**config.mk**
```make
export PLATFORM = sky130hd
export DESIGN_NAME = a_reg_flat
export DESIGN_NICKNAME = d
export VERILOG_FILES = /design/src/rtl/datapath_pkg.sv /design/src/rtl/a_reg_if.sv /design/src/rtl/load_reg.sv /design/src/rtl/a_reg.sv /design/src/flat_wrapper.sv
export SDC_FILE = /design/constraint.sdc
export NUM_CORES = 1
export LEC_CHECK = 0
export BUFFER_PORTS_ARGS = -buffer_cell sky130_fd_sc_hd__buf_4
export CAP_MARGIN = 10
export CORE_ASPECT_RATIO = 0.8
export CORE_MARGIN = 4
export CORE_UTILIZATION = 35
export DETAILED_ROUTE_END_ITERATION = 16
export PLACE_DENSITY = 0.69
export SYNTH_ARGS = -nofsm -noshare
export SYNTH_HDL_FRONTEND = slang
export SYNTH_SLANG_ARGS = --single-unit
```
**constraint.sdc**
```tcl
create_clock -name clk -period 0.8 [get_ports clk]
set_input_delay 0.16 -clock clk [delete_from_list [all_inputs] [get_ports clk]]
set_output_delay 0.16 -clock clk [all_outputs]
set_load 0.1 [all_outputs]
```
**src/rtl/datapath_pkg.sv**
```systemverilog
// Shared datapath types for the 2602 register file.
// Every bus-facing register uses word_t.
package datapath_pkg;
  localparam int DATA_W = 16;
  typedef logic [DATA_W-1:0] word_t;
endpackage

```
**src/rtl/a_reg_if.sv**
```systemverilog
// Bus-side bundle of register A.
// Master drives bus/load; slave returns A.
interface a_reg_if;
  import datapath_pkg::*;
  word_t bus;
  logic  a_in;
  word_t A;

  modport master (
    output bus,
    output a_in,
    input  A
  );

  modport slave (
    input  bus,
    input  a_in,
    output A
  );
endinterface

```
**src/rtl/load_reg.sv**
```systemverilog
// Generic register with synchronous clear and load enable.
// Clear beats load; otherwise the value is held.
module load_reg #(
  parameter int WIDTH = 16
) (
  input  logic             clk,
  input  logic             rst,
  input  logic             ld,
  input  logic [WIDTH-1:0] d,
  output logic [WIDTH-1:0] q
);
  logic [WIDTH-1:0] q_q;
  logic [WIDTH-1:0] q_d;

  always_comb begin
    q_d = q_q;
    if (rst)     q_d = '0;
    else if (ld) q_d = d;
  end

  always_ff @(posedge clk) begin
    q_q <= q_d;
  end

  assign q = q_q;
endmodule

```
**src/rtl/a_reg.sv**
```systemverilog
// Accumulator/operand register A of the 2602 datapath.
// Captures the shared bus on a_in; A is a pure flop output.
module a_reg
  import datapath_pkg::*;
(
  input logic  clk,
  input logic  rst,
  a_reg_if.slave io
);
  load_reg #(
    .WIDTH (DATA_W)
  ) u_a (
    .clk (clk),
    .rst (rst),
    .ld  (io.a_in),
    .d   (io.bus),
    .q   (io.A)
  );
endmodule

```
**src/flat_wrapper.sv**
```systemverilog
// flat-port wrapper written by rule: the top's interface ports become plain ports
module a_reg_flat import datapath_pkg::*;
  (clk, rst, io_bus, io_a_in, io_A);
  a_reg_if io_i ();
  input logic clk;
  input logic rst;
  input wire logic [$bits(io_i.bus)-1:0] io_bus;
  input wire logic [$bits(io_i.a_in)-1:0] io_a_in;
  output wire logic [$bits(io_i.A)-1:0] io_A;
  assign io_i.bus = io_bus;
  assign io_i.a_in = io_a_in;
  assign io_A = io_i.A;
  a_reg u_core (.clk(clk), .rst(rst), .io(io_i));
endmodule
```
==> impl_metrics.tcl <==
set metrics [dict create \
    p_per_area_mw_per_mm2 1810 \
    ff2ff_setup_slack_ps 130 \
    cts_buffers 3 \
    largest_register_ffs 16 \
    dp_hpwl_um 922 \
    syn_to_final_growth_pct 90.9 \
    hold_violations 0 \
    yosys_warnings 0 \
    fmax_mhz 1010 \
    rows 12 \
    period_needed_ps 986 \
    pwr-share-seq_pct 43.6 \
    yosysSeqAreaShare_pct 55.2 \
    ir_drop_mv 1.53 \
    cp_top_family "flip-flops" \
    gp_congestion 0.659 \
    hold_buffers 0 \
    cp_cell_sequence "buf_12" \
    grt_pass1_vias 483 \
    ctsResizeCount 48 \
    setup_viol 16 \
    clk_latency_ps 270 \
    syn-num-nets 71 \
    initial_core_util_pct 39.5 \
    port_buffers 34 \
    drt_pre_antenna_iters 2 \
    layout_common_cells "18 x buf_4, 16 x mux2i_1, 16 x nor2_1, 16 x buf_12, 16 x dfxtp_4" \
    grt_max_degree 17 \
    reg2reg_depth 2 \
    swShare_pct 35.9 \
    postCtsSetupBuffers 0 \
    hold_class "in2reg" \
    drc 0 \
    drive_gt1_share_pct 61.6 \
    r2r-start "u_core.u_a.q[8]" \
    whs_ps 111 \
    routedWlPerCell_um 13.1 \
    core-area_mm2 0.00147 \
    final_nets 106 \
    startpoint "u_core.u_a.q[12]" \
    p_switching_uw 719 \
    cp_max_fo 2 \
    violations "negative setup slack" \
    avgViaCountPerCell 4.37 \
    worst_slack_ps -186 \
    antenna_found_initial 0 \
    dp_slack_ps -28.1 \
    syn_area_um2 581 \
    layout_commonest_cell "buf_4" \
    htreeDepth 1 \
    grtUsageTotal_pct 14.0 \
    drt_iter0_drc 3 \
    cp.arrival_ps 830 \
    synth_cell_types 7 \
    crit_type "reg2out" \
    p_int_mw 1.28 \
    crit_path_end_kind "primary output" \
    cp_num_buf_inv 1 \
    overflow 0 \
    slew_violations 0 \
    dp_cells 103 \
    combPwrFrac_pct 35.5 \
    required_ps 640 \
    n_antenna_cell 0 \
    r2r_end "u_core.u_a.q[8]" \
    fin_worst_skew_ps 0 \
    ant_nets 0 \
    maxCapViolCount 0 \
    status "finished, violations left" \
    max_stage_delay_ps 370 \
    cp.depth 1 \
    start_kind "flip-flop" \
    synth_area_per_cell_um2 11.2 \
    cts_sinks 16 \
    setup-tns-final_ps -2800 \
    final_core_util_pct 75.3 \
    dieArea_mm2 0.00238 \
    die_w_um 53.5 \
    crit_slowest_cell "dfxtp_4" \
    clkPwrFrac_pct 20.9 \
    fin_crit_sh_pct 123 \
    totalWireLength_mm 1.41 \
    synth-seq-cells 16 \
    die_h_um 44.4 \
    cts_tree "done" \
    relSlewSlack_pct 82.6 \
    clock_path_buffers 2 \
    grt_pass1_wl_mm 2.30 \
    endpoint "io_A[12]" \
    n_fill_cell 113 \
    pin_count 35 \
    cts-root-buf "clkbuf_4" \
    path_clk_slew_ps 90 \
    worst_pin_slew_ps 262 \
    synth_cells 52 \
    dr_total_vias 468 \
    p_leak_nw 0.505 \
    grt_setup_unrepaired "true" \
    instances_no_fill 107 \
]
==> power groups by stage <==
| stage | clock network (mW) | registers, mW | logic, mW |
|---|---|---|---|
| after floorplan | 0 | 1.21 | 0.109 |
| final | 0.418 | 0.874 | 0.711 |
| after global placement | 0 | 0.864 | 0.590 |
| after global routing | 0.480 | 0.883 | 0.737 |
| after detailed placement | 0 | 0.865 | 0.592 |
| after CTS | 0.439 | 0.874 | 0.711 |
==> routing by layer <==
metal	GRT usage [%]	part of all wire [%]	wire length, µm
met5	0	0	0
met3	5.39	6.9	97
met2	24.0	53	749
met4	6.12	1.6	23
met1	15.2	38	536
==> synthesized netlist by cell type <==
cell,instances,share of area [%]
dfxtp_1,16,55
mux2i_1,16,28
nor2_1,16,10
buf_1,1,0.65
buf_12,1,3.4
buf_2,1,0.86
buf_6,1,1.9
==> worst min path at each step <==
stage / slack [ps] / cells after the start / start / end
after floorplan: 310 / 2 / io_bus[0] / u_core.u_a.q[0]
after global placement: 390 / 3 / io_bus[15] / u_core.u_a.q[15]
after detailed placement: 400 / 3 / io_bus[15] / u_core.u_a.q[15]
after CTS: 100 / 3 / io_bus[15] / u_core.u_a.q[15]
after global routing: 100 / 3 / io_bus[5] / u_core.u_a.q[5]
final: 110 / 3 / io_bus[10] / u_core.u_a.q[10]
==> cells by family after synthesis <==
| family | Yosys count | share of synthesized area [%] |
|---|---|---|
| buf+inv | 4 | 6.90 |
| flops | 16 | 55.2 |
| simple gates | 16 | 10.3 |
| mux | 16 | 27.6 |
==> layout make-up <==
type	count	area, µm²	area share (%)
repair buffers	34	455	41.1
flip-flops and latches	16	380	34.3
multi-input cells	32	220	19.9
well taps	21	26.3	2.37
clock buffers	3	22.5	2.03
clock inverters	1	3.75	0.339
==> per-stage QoR <==
stage	total power, mW	area [µm²]
after floorplan	1.32	641
after global placement	1.45	882
after detailed placement	1.46	882
after CTS	2.02	1110
after global routing	2.10	1110
final	2.00	1110
No activity file was read; power rests on OpenSTA's default activity.
